### src/rtl/pc_sequencer.sv
// rtl/pc_sequencer.sv - next-PC sequencer with a fixed 3-edge request/commit handshake (optional PC_ALIGN_CHECK_EN)
module pc_sequencer #(
    parameter logic [31:0] RESET_PC = 32'h00000000,
    parameter int          PC_W     = 32
) (
    input  logic            clk,
    input  logic            rst,
    input  logic            req,
    input  logic [1:0]      op,
    input  logic            cond,
    input  logic [17:0]     offset,
    output logic            busy,
    output logic            done,
    output logic            taken,
`ifdef PC_ALIGN_CHECK_EN
    output logic            misalign,
`endif
    output logic [PC_W-1:0] pc,
    output logic [PC_W-1:0] pc_plus4
);

    localparam logic [1:0] OP_SEQ    = 2'b00;
    localparam logic [1:0] OP_BRANCH = 2'b01;
    localparam logic [1:0] OP_JUMP   = 2'b10;

    typedef enum logic [1:0] {
        IDLE   = 2'b00,
        CALC   = 2'b01,
        COMMIT = 2'b10
    } state_t;

    state_t            state;
    state_t            state_next;
    logic [1:0]        op_q;
    logic              cond_q;
    logic [17:0]       offset_q;
    logic [PC_W-1:0]   next_pc;
    logic              taken_q;
    logic [PC_W-1:0]   calc_pc;
    logic              calc_taken;

    // State register; reset aborts any request in flight
    always_ff @(posedge clk or posedge rst) begin
        if (rst) begin
            state <= IDLE;
        end else begin
            state <= state_next;
        end
    end

    // Next-state: one request walks IDLE -> CALC -> COMMIT -> IDLE
    always_comb begin
        state_next = state;
        case (state)
            IDLE:    if (req) state_next = CALC;
            CALC:    state_next = COMMIT;
            COMMIT:  state_next = IDLE;
            default: state_next = IDLE;
        endcase
    end

    // Target computation from the latched request; reserved op falls back to sequential
    always_comb begin
        calc_pc    = pc_plus4;
        calc_taken = 1'b0;
        case (op_q)
            OP_SEQ: begin
                calc_pc    = pc_plus4;
                calc_taken = 1'b0;
            end
            OP_BRANCH: begin
                if (cond_q) begin
                    calc_pc    = pc_plus4 + {{(PC_W-18){offset_q[17]}}, offset_q};
                    calc_taken = 1'b1;
                end
            end
            OP_JUMP: begin
                calc_pc    = {pc_plus4[PC_W-1:18], offset_q};
                calc_taken = 1'b1;
            end
            default: begin
                calc_pc    = pc_plus4;
                calc_taken = 1'b0;
            end
        endcase
    end

    // Request latch, target register and architectural PC commit
    always_ff @(posedge clk or posedge rst) begin
        if (rst) begin
            op_q     <= 2'b00;
            cond_q   <= 1'b0;
            offset_q <= 18'd0;
            next_pc  <= '0;
            taken_q  <= 1'b0;
            pc       <= RESET_PC;
            pc_plus4 <= RESET_PC + 32'd4;
            taken    <= 1'b0;
            busy     <= 1'b0;
            done     <= 1'b0;
`ifdef PC_ALIGN_CHECK_EN
            misalign <= 1'b0;
`endif
        end else begin
            done <= 1'b0;
`ifdef PC_ALIGN_CHECK_EN
            misalign <= 1'b0;
`endif
            case (state)
                IDLE: begin
                    if (req) begin
                        op_q     <= op;
                        cond_q   <= cond;
                        offset_q <= offset;
                        busy     <= 1'b1;
                    end
                end
                CALC: begin
                    next_pc <= calc_pc;
                    taken_q <= calc_taken;
                end
                COMMIT: begin
                    done <= 1'b1;
                    busy <= 1'b0;
`ifdef PC_ALIGN_CHECK_EN
                    // A misaligned target leaves the architectural state untouched
                    if (next_pc[1:0] != 2'b00) begin
                        misalign <= 1'b1;
                    end else begin
                        pc       <= next_pc;
                        pc_plus4 <= next_pc + 32'd4;
                        taken    <= taken_q;
                    end
`else
                    pc       <= next_pc;
                    pc_plus4 <= next_pc + 32'd4;
                    taken    <= taken_q;
`endif
                end
                default: begin
                    busy <= 1'b0;
                end
            endcase
        end
    end

endmodule

### config.mk
export PLATFORM = sky130hd
export DESIGN_NAME = pc_sequencer
export DESIGN_NICKNAME = d
export VERILOG_FILES = /design/src/rtl/pc_sequencer.sv
export SDC_FILE = /design/constraint.sdc
export NUM_CORES = 1
export LEC_CHECK = 0
export CORE_UTILIZATION = 36
export CTS_BUF_LIST = sky130_fd_sc_hd__clkbuf_16
export DETAILED_ROUTE_END_ITERATION = 8
export PLACE_DENSITY = 0.56
export SLEW_MARGIN = 20
export SYNTH_ARGS = -nofsm -noshare
export SYNTH_HDL_FRONTEND = slang
export SYNTH_SLANG_ARGS = --single-unit
### constraint.sdc
create_clock -name clk -period 6.4 [get_ports clk]
set_input_delay 1.28 -clock clk [delete_from_list [all_inputs] [get_ports clk]]
set_output_delay 1.28 -clock clk [all_outputs]
set_load 0.02 [all_outputs]
# [After elaboration in Yosys (flattened, before gate mapping)]
# Index checks and enable logic that the tools add are counted.
[totals] register_bits=123 inputBits=24
[op_classes] addsub=2 eq_ne=5 n_mux=9 bitwise=1 reduce_logical=3
[ops] cell="$pmux 32 s2" count=1
[ops] cell="$add 32x3->32 const B" count=1
[ops] cell="$add 32x32->32" count=1
[ops] cell="$mux 32" count=1
[ops] cell="$eq 2x1->1 const B" count=2
[ops] cell="$eq 2x2->1 const B" count=2
[ops] cell="$pmux 1 s2" count=2
[ops] cell="$pmux 2 s2" count=1
[ops] cell="$reduce_and 2->1" count=2
[ops] cell="$mux 1" count=3
[ops] cell="$logic_not 2->1" count=1
[ops] cell="$mux 2" count=1
[ops] cell="$ne 2x2->1 const B" count=1
[ops] cell="$not 1->1" count=1

# [Logic depth before layout (Yosys ltp)]
# Gate-level depths: netlist (run 1).
[depth] word_depth=3 depth_mapped=11 mapped_depth_nobuf=11

# [Worst setup path before layout (run 1)]
# Ideal clock, no wire load.
[synth_path] path_kind="flip-flop to flip-flop" from="register offset_q[17]" to="register next_pc[31]" setup_time_ns=0.138 arrival_ns=2.781 required_time_ns=6.262 setup_slack_ns=3.481 path_stages_with_launch=12 path_buffers=1 cell_sequence="dfrtp_1 ha_1 buf_6 a211oi_2 nor2_1 o41a_1 or2_4 a2111oi_4 o21ba_1 nor3_1 o311ai_1 o211ai_1"
[synth_via] elab_chain_cells=3
[synth_lines] item="start, declared" line="36" source="logic [17:0] offset_q;"
[synth_lines] item="start signal, assigned" line="114" source="offset_q <= offset;"
[synth_lines] item="$add 32x32->32" line="73" source="calc_pc = pc_plus4 + {{(PC_W-18){offset_q[17]}}, offset_q};"
[synth_lines] item="$mux 32" line="72" source="if (cond_q) begin"
[synth_lines] item="$pmux 32 s2" line="66" source="case (op_q)"
[synth_lines] item="end signal, assigned" line="119" source="next_pc <= calc_pc;"
[synth_lines] item="end, declared" line="37" source="logic [PC_W-1:0] next_pc;"
# Every way passes these cells.
# A chain may end at the register's enable or synchronous reset.

==> run_results.csv, run 1 <==
group,metric,value,unit
cts,cts_tree,"built",
pwr,lkg_pwr,3.83,nW
detailed_routing,detail_route.wl_per_cell,16.8,µm
pwr,p_sw,0.00202,W
critical_path,timing.reg2reg.worst_path_depth,11,
sta,tightest_slew,0.975,ns
cts,cts_buffers,17,
finish,area_growth_syn_to_layout,23.9,%
synthesis,synth_top_family_by_area,"compound AO/OA/AOI/OAI gates",
critical_path,path_cells,"ha_1, fa_1, a21oi_1, o22ai_1, a22o_1, o21ai_1, a21oi_1, a41o_1, a21oi_1, xor2_1, o221ai_1",
critical_path,required,6.67,ns
cts,post_cts.repair.setup_buffers,0,
pwr,power.share.switching,42.4,%
critical_path,crit_family,"compound AO/OA/AOI/OAI gates",
pwr,peakVddDrop,0.201,mV
detailed_routing,ant_nets,0,
synthesis,synth-edff-count,0,
grt,grt_antenna_before_repair,0,
synthesis,syn_std_cell_area,7050,µm²
placement,place.detailed.hpwl,13500,µm
critical_path,critPathMaxFanout,5,
synthesis,synthFlopType,"sky130_fd_sc_hd__dfrtp_1",
cts,cts_num_sinks,121,
sta,fmax,0.319,GHz
synthesis,synthSimpleGateAreaFrac,18.3,%
pwr,power.share.clock,19.8,%
grt,wire_length_of_the_first_global_routing_pass,31100,µm
worst_hold_path,min_path_type,"reg2reg",
critical_path,maximum_cell_stage_delay_along_the_critical_path,0.42,ns
detailed_routing,detail_route.vias_per_cell,5.11,
critical_path,timing.critical_path.from_type,"flop",
synthesis,post_synth_mux_area_share,3.81,%
status,status,"completed",
sta,setup_viol,0,
sta,worst_clock_skew,0.00976,ns
placement,place.port_buffers,90,
critical_path,cp_data_arrival_time,3.41,ns
sta,setup_total_negative_slack,0,ns
detailed_routing,route.final.wire_length,19200,µm
synthesis,yosys_reg_bits,121,
pwr,intPower,0.00274,W
sta,hold_viol_final,0,
critical_path,cp.depth,11,
finish,drive_above_1_share,8.06,%
grt,grt_pass1_vias,5511,
sta,grt_setup_unrepaired,"no",
pwr,combPwrFrac,49.1,%
die,floorplan.core_area,19000,µm²
die,core.rowCount,50,
synthesis,synth_cells,793,
critical_path,timing.critical_path.slowest_stage_cell,"sky130_fd_sc_hd__dfrtp_1",
synthesis,synth-xor-area-share,6.71,%
cts,cts.clk_slew.worst_paths,0.05,ns
finish,fin_cells,1141,
pwr,design_power_total,0.00477,W
critical_path,criticalPathCategory,"reg2reg",
die,boundaryPins,91,
synthesis,synthesis.area_per_instance,8.89,µm²
pwr,power_density,545,nW/µm²
critical_path,crit_path_end_kind,"flop",
sta,fin_crit_sh,49.1,%
finish,fin_nets,929,
synthesis,synth.net_count,852,
critical_path,cp_common_cell,"sky130_fd_sc_hd__a21oi_1",
synthesis,portion_of_the_post_synthesis_area_used_by_sequential_elements,42.9,%
cts,holdBufCountCts,0,
cts,max-clock-path-buffers,2,
synthesis,synth_compound_gate_area_share,18.7,%
detailed_routing,vias,5830,
synthesis,fraction_of_the_mapped_netlist_area_in_adder_cells,6.32,%
die,dieArea,20200,µm²
critical_path,timing.critical_path.buf_inv,0,
grt,grt_overflow_total,0,
pwr,power.share.sequential,31.1,%
synthesis,synth_cell_types,63,
detailed_routing,drc,0,
synthesis,synth_warnings,0,
die,die_height,142,µm
grt,grtUsageTotal,20.2,%
synthesis,fraction_of_registers_with_async_set_reset,100,%
cts,cts_repair_resize_count,0,
sta,post-route-min-period,3.14,ns
placement,numPlacedInstances,1111,
die,die_w,142,µm
grt,grt_max_degree,94,
run,cap_viol_max_count,0,
cts,ctsRootBufferMaster,"sky130_fd_sc_hd__clkbuf_16",
detailed_routing,initialDrtViolationCount,397,
cts,clock_insertion_delay_worst_skew,0.42,ns
sta,slew_headroom,35.0,%
finish,antenna_cells,0,
sta,final-max-slew-violation-count,0,
die,start_util,37.2,%
worst_hold_path,worst_hold_path.num_cells,2,
placement,routabilityCongestion,0.837,
cts,ctsHtreeMaxLevel,4,
detailed_routing,drt_first_pass_iters,5,
## metrics by stage
| stage | cell area, µm² | hold WS, ns | utilization [%] | setup slack, ns |
|---|---|---|---|---|
| after floorplan | 7050 | 0.439 | - | 1.91 |
| after CTS | 8740 | 0.467 | 46.1 | 3.27 |
| after global routing | 8740 | 0.485 | 46.1 | 3.09 |
| after global placement | 8180 | 0.449 | 43.1 | 3.17 |
| after detailed placement | 8180 | 0.453 | 43.1 | 3.18 |
| final | 8740 | 0.470 | 46.1 | 3.26 |
## worst reg2reg max path, delay by kind of cell, from the launching register on
family | cells | cell delay [ns]
flops | 1 | 0.42
fa+ha+maj | 2 | 0.66
compound gates | 8 | 1.72
xor+xnor | 1 | 0.19
## registers in the layout, indices dropped and copies added, names as in the netlist, 2 cells and up
| signal | count |
|---|---|
| next_pc | 32 |
| offset_q | 18 |
| state | 2 |
| pc_plus4 | 30 |
| pc | 32 |
| op_q | 2 |
## cell usage after synthesis (4+ instances only)
cell type | number | area, µm²
sky130_fd_sc_hd__nand2_1 | 174 | 653
sky130_fd_sc_hd__dfrtp_1 | 120 | 3000
sky130_fd_sc_hd__o21ai_0 | 73 | 365
sky130_fd_sc_hd__a21oi_1 | 55 | 275
sky130_fd_sc_hd__nor2_1 | 45 | 169
sky130_fd_sc_hd__ha_1 | 34 | 425
sky130_fd_sc_hd__xnor2_1 | 30 | 263
sky130_fd_sc_hd__clkbuf_1 | 29 | 109
sky130_fd_sc_hd__xor2_1 | 24 | 210
sky130_fd_sc_hd__mux2_2 | 23 | 259
sky130_fd_sc_hd__inv_1 | 18 | 67.6
sky130_fd_sc_hd__nand3_1 | 17 | 85.1
sky130_fd_sc_hd__and3_1 | 16 | 100
sky130_fd_sc_hd__a22oi_1 | 10 | 75.1
sky130_fd_sc_hd__a21o_1 | 8 | 60.1
sky130_fd_sc_hd__a221oi_1 | 8 | 70.1
sky130_fd_sc_hd__o31ai_1 | 8 | 60.1
sky130_fd_sc_hd__o21a_1 | 7 | 52.6
sky130_fd_sc_hd__nand2b_1 | 6 | 37.5
sky130_fd_sc_hd__nand4_1 | 6 | 37.5
sky130_fd_sc_hd__buf_1 | 5 | 18.8
sky130_fd_sc_hd__nand3b_1 | 5 | 37.5
sky130_fd_sc_hd__and2_1 | 4 | 25.0
sky130_fd_sc_hd__nor3_1 | 4 | 20.0
sky130_fd_sc_hd__o211ai_1 | 4 | 30.0
sky130_fd_sc_hd__o21bai_1 | 4 | 30.0
sky130_fd_sc_hd__or2_2 | 4 | 25.0
## power groups by stage
stage | logic, W | clock network, W | registers [W]
after floorplan | 0.00143 | 0 | 0.00157
after global placement | 0.00232 | 0 | 0.00149
after CTS | 0.00234 | 0.000963 | 0.00148
after global routing | 0.00259 | 0.00100 | 0.00153
after detailed placement | 0.00233 | 0 | 0.00149
final | 0.00234 | 0.000945 | 0.00148
## worst paths after layout
path / from / to / slack, ns
min: pc[8]$_DFFE_PP0P_ / pc[8]$_DFFE_PP0P_ / 0.47
max in group asynchronous: rst / next_pc[17]$_DFFE_PP0N_ / 3.72
max: pc[0]$_DFFE_PP0P_ / next_pc[24]$_DFFE_PP0N_ / 3.26
min in group asynchronous: rst / pc[17]$_DFFE_PP0P_ / 1.40
min reg2reg: pc[8]$_DFFE_PP0P_ / pc[8]$_DFFE_PP0P_ / 0.47
max reg2reg: pc[0]$_DFFE_PP0P_ / next_pc[24]$_DFFE_PP0N_ / 3.26
## placed cells by master (no fill, tap or decap), drive strengths merged, types with 8 or more instances in the layout
| cell | synthesis | layout |
|---|---|---|
| clkbuf | 29 | 17 |
| dfrtp | 120 | 120 |
| and3 | 16 | 16 |
| inv | 18 | 20 |
| xor2 | 24 | 24 |
| xnor2 | 30 | 30 |
| ha | 34 | 34 |
| nand2 | 174 | 174 |
| a221oi | 8 | 8 |
| a21oi | 55 | 55 |
| a22oi | 10 | 10 |
| o31ai | 8 | 8 |
| clkdlybuf4s50 | 0 | 90 |
| mux2 | 23 | 23 |
| nand3 | 17 | 17 |
| a21o | 9 | 9 |
| o21ai | 75 | 75 |
| nor2 | 45 | 45 |
## layer usage
metal  global-route usage (%)  wire [µm]  up-vias
met3                     4.17        835       16
met4                     5.77        181        0
met1                     32.1      10500     2746
li1                         -          -     2929
met5                        0          0        -
met2                     26.7       7690      139
## logic make-up (layout without fill, tap and decap cells)
logic type / after synthesis / after routing
AO/OA/AOI/OAI: 209 / 209
XOR/XNOR: 54 / 54
adder cells (fa/ha/maj): 35 / 35
buffers and inverters: 56 / 144
flip-flops: 121 / 121
multiplexers: 24 / 24
AND/OR/NAND/NOR: 294 / 294
## area by class of cell
class / instances / area [µm²]
clock buffers: 17 / 425
clock inverters: 13 / 139
fillers: 1856 / 10200
inverters: 18 / 70.1
multi-input cells: 616 / 3800
flip-flops and latches: 121 / 3030
well taps: 260 / 325
repair buffers: 96 / 946
No activity file was read; power rests on OpenSTA's default activity.
==> inputs of run 2 (changes only) <==
clock period = 3 ns   (was 6.4 ns; I/O delays follow)
==> run_results.csv, run 2 (synthesized netlist as in run 1, its figures left out) <==
group,metric,value,unit
cts,cts_buffers,17,
grt,grt_max_degree,49,
worst_hold_path,min_from,"taken$_DFFE_PP0P_",
finish,top_regs,"next_pc (32), pc (32), pc_plus4 (30)",
grt,grtUsageTotal,21.3,%
die,boundaryPins,91,
critical_path,rr_endpoint,"next_pc[11]$_DFFE_PP0N_",
sta,tightest_slew,0.562,ns
critical_path,rr_startpoint,"pc_plus4[2]$_DFFE_PP1P_",
critical_path,timing.reg2reg.worst_path_depth,10,
pwr,power_density,1190,nW/µm²
grt,grt_pass1_vias,5781,
die,die_w,142,µm
finish,area_growth_syn_to_layout,29.8,%
cts,max-clock-path-buffers,2,
detailed_routing,drc,0,
critical_path,path_cells,"ha_1, o211ai_1, o211ai_1, a31o_2, a21oi_1, o21ai_0, xor2_1, mux2_2, a221oi_1, o31ai_1",
placement,routabilityCongestion,0.864,
critical_path,crit_path_end_kind,"flop",
detailed_routing,initialDrtViolationCount,431,
critical_path,timing.critical_path.buf_inv,0,
die,dieArea,20200,µm²
cts,ctsRootBufferMaster,"sky130_fd_sc_hd__clkbuf_16",
finish,most-common-layout-cells,"sky130_fd_sc_hd__nand2_1 (174), sky130_fd_sc_hd__dfrtp_1 (119), sky130_fd_sc_hd__clkdlybuf4s50_1 (90), sky130_fd_sc_hd__o21ai_0 (71), sky130_fd_sc_hd__a21oi_1 (54)",
critical_path,worst-r2r-setup-slack,0.19,ns
detailed_routing,route.final.wire_length,20100,µm
sta,hold_viol_final,0,
finish,fin_nets,966,
die,start_util,37.2,%
detailed_routing,drt_first_pass_iters,5,
finish,post-route-cell-area,9160,µm²
grt,wire_length_of_the_first_global_routing_pass,32600,µm
run,cap_viol_max_count,0,
finish,drive_above_1_share,13.6,%
die,die_height,142,µm
cts,holdBufCountCts,0,
sta,final-max-slew-violation-count,0,
critical_path,criticalPathCategory,"reg2reg",
cts,cts.clk_slew.worst_paths,0.06,ns
detailed_routing,ant_nets,0,
critical_path,crit_family,"compound AO/OA/AOI/OAI gates",
finish,antenna_cells,0,
grt,grt_overflow_total,0,
sta,slew_headroom,62.5,%
finish,layout.filler_cells,1824,
sta,fin_crit_sh,93.7,%
worst_hold_path,worst_hold_path.num_cells,2,
critical_path,required,3.28,ns
critical_path,cp_common_cell,"sky130_fd_sc_hd__o211ai_1",
critical_path,cp_data_arrival_time,3.09,ns
cts,cts_tree,"built",
placement,place.port_buffers,90,
sta,setup_viol,0,
die,floorplan.core_area,19000,µm²
status,status,"completed",
sta,worst_clock_skew,0.00968,ns
sta,post-route-min-period,2.81,ns
worst_hold_path,hold-path-endpoint,"taken$_DFFE_PP0P_",
detailed_routing,detail_route.vias_per_cell,5.10,
pwr,lkg_pwr,4.06,nW
placement,post_dp_cell_area,8480,µm²
worst_hold_path,min_path_type,"reg2reg",
placement,place.detailed.hpwl,14700,µm
cts,clock_insertion_delay_worst_skew,0.42,ns
critical_path,maximum_cell_stage_delay_along_the_critical_path,0.56,ns
cts,cts_num_sinks,121,
cts,ctsHtreeMaxLevel,4,
critical_path,critPathMaxFanout,4,
detailed_routing,detail_route.wl_per_cell,17.1,µm
pwr,peakVddDrop,0.518,mV
sta,fmax,0.356,GHz
die,core.rowCount,50,
sta,setup_total_negative_slack,0,ns
detailed_routing,vias,6020,
critical_path,timing.critical_path.from_type,"flop",
critical_path,timing.critical_path.slowest_stage_cell,"sky130_fd_sc_hd__dfstp_2",
grt,grt_antenna_before_repair,0,
finish,final_common_cell,"sky130_fd_sc_hd__nand2_1",
[run 2: changes by cell type in the layout (fill, tap and decap cells not counted), sizes merged]
cell      before  now
buf            6   43
bufinv         3    5
clkinv         7    6
clkinvlp       1    3
inv           20   19
[run 2: power breakdown]
part	internal [W]	leakage (nW)	switching (W)	total (W)
Sequential	0.00231	1.56	0.000757	0.00307
Clock	0.00148	0.314	0.000806	0.00228
Combinational	0.00255	2.18	0.00296	0.00551
Total	0.00634	4.06	0.00452	0.0109
[run 2: repair_timing]
item | CTS | global route
endpoints found under the setup margin | 0 | 8
setup buffers | 0 | 0
resized for setup | 0 | 11
[run 2: metrics by stage]
step / power (W) / hold slack, ns / worst slack [ns] / utilization, % / instances
2_1_floorplan: 0.00639 / 0.439 / 0.0808 / - / 793
3_5_place_dp: 0.00849 / 0.453 / 0.0905 / 44.7 / 1148
6_report: 0.0109 / 0.472 / 0.188 / 48.3 / 1180
5_1_grt: 0.0116 / 0.495 / -0.00499 / 48.3 / 1180
3_3_place_gp: 0.00847 / 0.446 / 0.137 / 44.7 / 1148
4_1_cts: 0.0108 / 0.473 / 0.0332 / 48.2 / 1180
[run 2: tightest hold or removal path, stage by stage (launching register included)]
cell,delay (ns)
sky130_fd_sc_hd__dfrtp_1,0.34
sky130_fd_sc_hd__nand2_1,0.05
sky130_fd_sc_hd__nand2_1,0.06
[run 2: final cells by class]
cell class                 instances  area (µm²)  share of cell area [%]
multi-input combinational        616        3830                    41.8
sequential                       121        3030                    33.1
timing repair buffer             133        1250                    13.6
clock buffer                      17         425                    4.65
tap                              260         325                    3.55
clock inverter                    15         224                    2.45
inverter                          18        71.3                   0.779
[run 2: routing by layer]
| layer | global-route usage [%] | up-vias | routed length [µm] |
|---|---|---|---|
| li1 | - | 3020 | - |
| met1 | 34.2 | 2817 | 11100 |
| met2 | 27.9 | 164 | 7870 |
| met3 | 4.14 | 19 | 925 |
| met5 | 0 | - | 0 |
| met4 | 6.28 | 0 | 266 |
[run 2: how the worst max path moves through the flow]
stage,slack (ns),cells past startpoint,end,from
2_1_floorplan,0.08,11,next_pc[31]$_DFFE_PP0N_,offset_q[17]$_DFFE_PP0P_
5_1_grt,-0.005,10,next_pc[11]$_DFFE_PP0N_,pc_plus4[4]$_DFFE_PP0P_
3_3_place_gp,0.14,11,next_pc[30]$_DFFE_PP0N_,pc[0]$_DFFE_PP0P_
3_5_place_dp,0.09,11,next_pc[30]$_DFFE_PP0N_,offset_q[0]$_DFFE_PP0P_
4_1_cts,0.03,11,next_pc[30]$_DFFE_PP0N_,pc[0]$_DFFE_PP0P_
6_report,0.19,10,next_pc[11]$_DFFE_PP0N_,pc_plus4[2]$_DFFE_PP1P_
==> inputs of run 3 (changes only) <==
PLACE_DENSITY = 0.58   (was 0.56)
clock period = 2.57 ns   (was 3 ns; I/O delays follow)
==> run_results.csv, run 3 (synthesized netlist as in run 1, its figures left out) <==
group,metric,value,unit
sta,slew_headroom,37.8,%
detailed_routing,detail_route.vias_per_cell,5.10,
placement,place.detailed.hpwl,15600,µm
cts,cts_buffers,17,
placement,place.port_buffers,90,
worst_hold_path,min_path_type,"reg2reg",
critical_path,required,2.91,ns
die,boundaryPins,91,
placement,routabilityCongestion,0.901,
sta,setup_total_negative_slack,-0.539,ns
finish,most-common-layout-cells,"sky130_fd_sc_hd__nand2_1 (173), sky130_fd_sc_hd__buf_4 (119), sky130_fd_sc_hd__dfrtp_1 (118), sky130_fd_sc_hd__clkdlybuf4s50_1 (90), sky130_fd_sc_hd__o21ai_0 (60)",
pwr,lkg_pwr,4.49,nW
finish,area_growth_syn_to_layout,42.8,%
critical_path,critPathMaxFanout,8,
sta,fin_crit_sh,106,%
detailed_routing,route.final.wire_length,22000,µm
cts,cts.clk_slew.worst_paths,0.06,ns
die,die_w,142,µm
worst_hold_path,worst_hold_path.num_cells,2,
grt,grt_overflow_total,0,
grt,grt_max_degree,94,
die,die_height,142,µm
finish,drive_above_1_share,24.7,%
sta,final-max-slew-violation-count,0,
critical_path,criticalPathCategory,"reg2reg",
critical_path,timing.reg2reg.worst_path_depth,10,
cts,cts_num_sinks,121,
finish,fin_nets,1048,
grt,grt_antenna_before_repair,0,
pwr,power_density,1410,nW/µm²
finish,top_regs,"next_pc (32), pc (32), pc_plus4 (30)",
status,violations,"negative setup slack",
die,core.rowCount,50,
cts,ctsRootBufferMaster,"sky130_fd_sc_hd__clkbuf_16",
sta,tightest_slew,0.933,ns
cts,max-clock-path-buffers,2,
grt,grtUsageTotal,22.7,%
sta,setup_slack,-0.147,ns
finish,finish.utilization,53.1,%
cts,ctsHtreeMaxLevel,4,
finish,antenna_cells,0,
grt,grt_pass1_vias,6174,
die,dieArea,20200,µm²
detailed_routing,drt_first_pass_iters,5,
pwr,peakVddDrop,0.555,mV
critical_path,cp_data_arrival_time,3.05,ns
placement,dp_worst_setup_slack,-0.251,ns
die,floorplan.core_area,19000,µm²
finish,final_common_cell,"sky130_fd_sc_hd__nand2_1",
sta,setup_viol,7,
critical_path,crit_path_end_kind,"flop",
sta,grt_setup_unrepaired,"yes",
sta,worst_clock_skew,0.00751,ns
detailed_routing,drc,0,
critical_path,timing.critical_path.from_type,"flop",
run,cap_viol_max_count,0,
grt,wire_length_of_the_first_global_routing_pass,34600,µm
detailed_routing,ant_nets,0,
detailed_routing,detail_route.wl_per_cell,17.4,µm
sta,post-route-min-period,2.72,ns
sta,fmax,0.368,GHz
detailed_routing,initialDrtViolationCount,378,
die,start_util,37.2,%
sta,hold_viol_final,0,
detailed_routing,vias,6435,
status,status,"finished with violations",
cts,clock_insertion_delay_worst_skew,0.43,ns
cts,cts_tree,"built",
-- run 3: cell types whose count changed in the layout (fill, tap and decap cells not counted), moves of 3 or more --
cell                      before  now
sky130_fd_sc_hd__buf_4        41  119
sky130_fd_sc_hd__a21oi_1      54   43
sky130_fd_sc_hd__o21ai_0      71   60
sky130_fd_sc_hd__ha_4          0    9
sky130_fd_sc_hd__a21oi_2       1    9
sky130_fd_sc_hd__ha_1         32   25
sky130_fd_sc_hd__o21ai_1       2    9
sky130_fd_sc_hd__buf_6         0    4
sky130_fd_sc_hd__o21ai_2       1    5
sky130_fd_sc_hd__a21oi_4       0    3
sky130_fd_sc_hd__o31ai_1       7    4
sky130_fd_sc_hd__o31ai_2       1    4
-- run 3: stage by stage --
step	area (µm²)	std cells	total power, W	hold WS, ns
2_1_floorplan	7090	793	0.00752	0.439
4_1_cts	9830	1258	0.0137	0.469
6_report	10100	1262	0.0142	0.470
5_1_grt	10100	1262	0.0151	0.492
3_3_place_gp	9060	1221	0.0107	0.449
3_5_place_dp	9060	1221	0.0108	0.456
-- run 3: power by group --
part	switching (W)	total, W	leakage (nW)	internal [W]
clock network	0.000939	0.00256	0.295	0.00162
registers	0.000857	0.00355	1.56	0.00270
logic	0.00409	0.00809	2.64	0.00399
total	0.00589	0.0142	4.49	0.00831
-- run 3: layer usage --
| layer | routed length [µm] | vias to the layer above | track usage (%) |
|---|---|---|---|
| li1 | - | 3172 | - |
| met1 | 11600 | 3088 | 35.0 |
| met2 | 9040 | 154 | 30.9 |
| met3 | 1030 | 21 | 4.85 |
| met4 | 304 | 0 | 7.47 |
| met5 | 0 | - | 0 |
-- run 3: cell type report --
type / instances / area [µm²]
Fill cell: 1707 / 8880
Multi-Input combinational cell: 616 / 4140
Sequential cell: 121 / 3030
Timing Repair Buffer: 215 / 1880
Clock buffer: 17 / 425
Tap cell: 260 / 325
Clock inverter: 15 / 199
Inverter: 18 / 71.3
-- run 3: final timing paths --
path,start,endpoint,slack (ns)
worst max-delay path,offset_q[17]$_DFFE_PP0P_,next_pc[31]$_DFFE_PP0N_,-0.15
worst min-delay path,pc[11]$_DFFE_PP0P_,pc[11]$_DFFE_PP0P_,0.47
worst max register to register,offset_q[17]$_DFFE_PP0P_,next_pc[31]$_DFFE_PP0N_,-0.15
worst min register to register,pc[11]$_DFFE_PP0P_,pc[11]$_DFFE_PP0P_,0.47
max in group asynchronous,rst,pc_plus4[31]$_DFFE_PP0P_,1.63
min in group asynchronous,rst,pc[6]$_DFFE_PP0P_,0.53
-- run 3: critical path, stage by stage, from the launching register on --
cell and delay (ns):
sky130_fd_sc_hd__dfrtp_2 0.55, sky130_fd_sc_hd__ha_4 0.26, sky130_fd_sc_hd__a211oi_2 0.23, sky130_fd_sc_hd__nor2_2 0.07, sky130_fd_sc_hd__o41a_1 0.35, sky130_fd_sc_hd__or2_4 0.27
sky130_fd_sc_hd__a2111oi_4 0.25, sky130_fd_sc_hd__nor3_1 0.11, sky130_fd_sc_hd__nor3_1 0.29, sky130_fd_sc_hd__o311ai_2 0.11, sky130_fd_sc_hd__o211ai_1 0.13
-- run 3: what timing repair did --
item	4_1_cts	5_1_grt
pin swaps	23	26
gates resized for setup	24	47
setup buffers	6	4
hold buffers	0	0
setup endpoints to repair	16	23
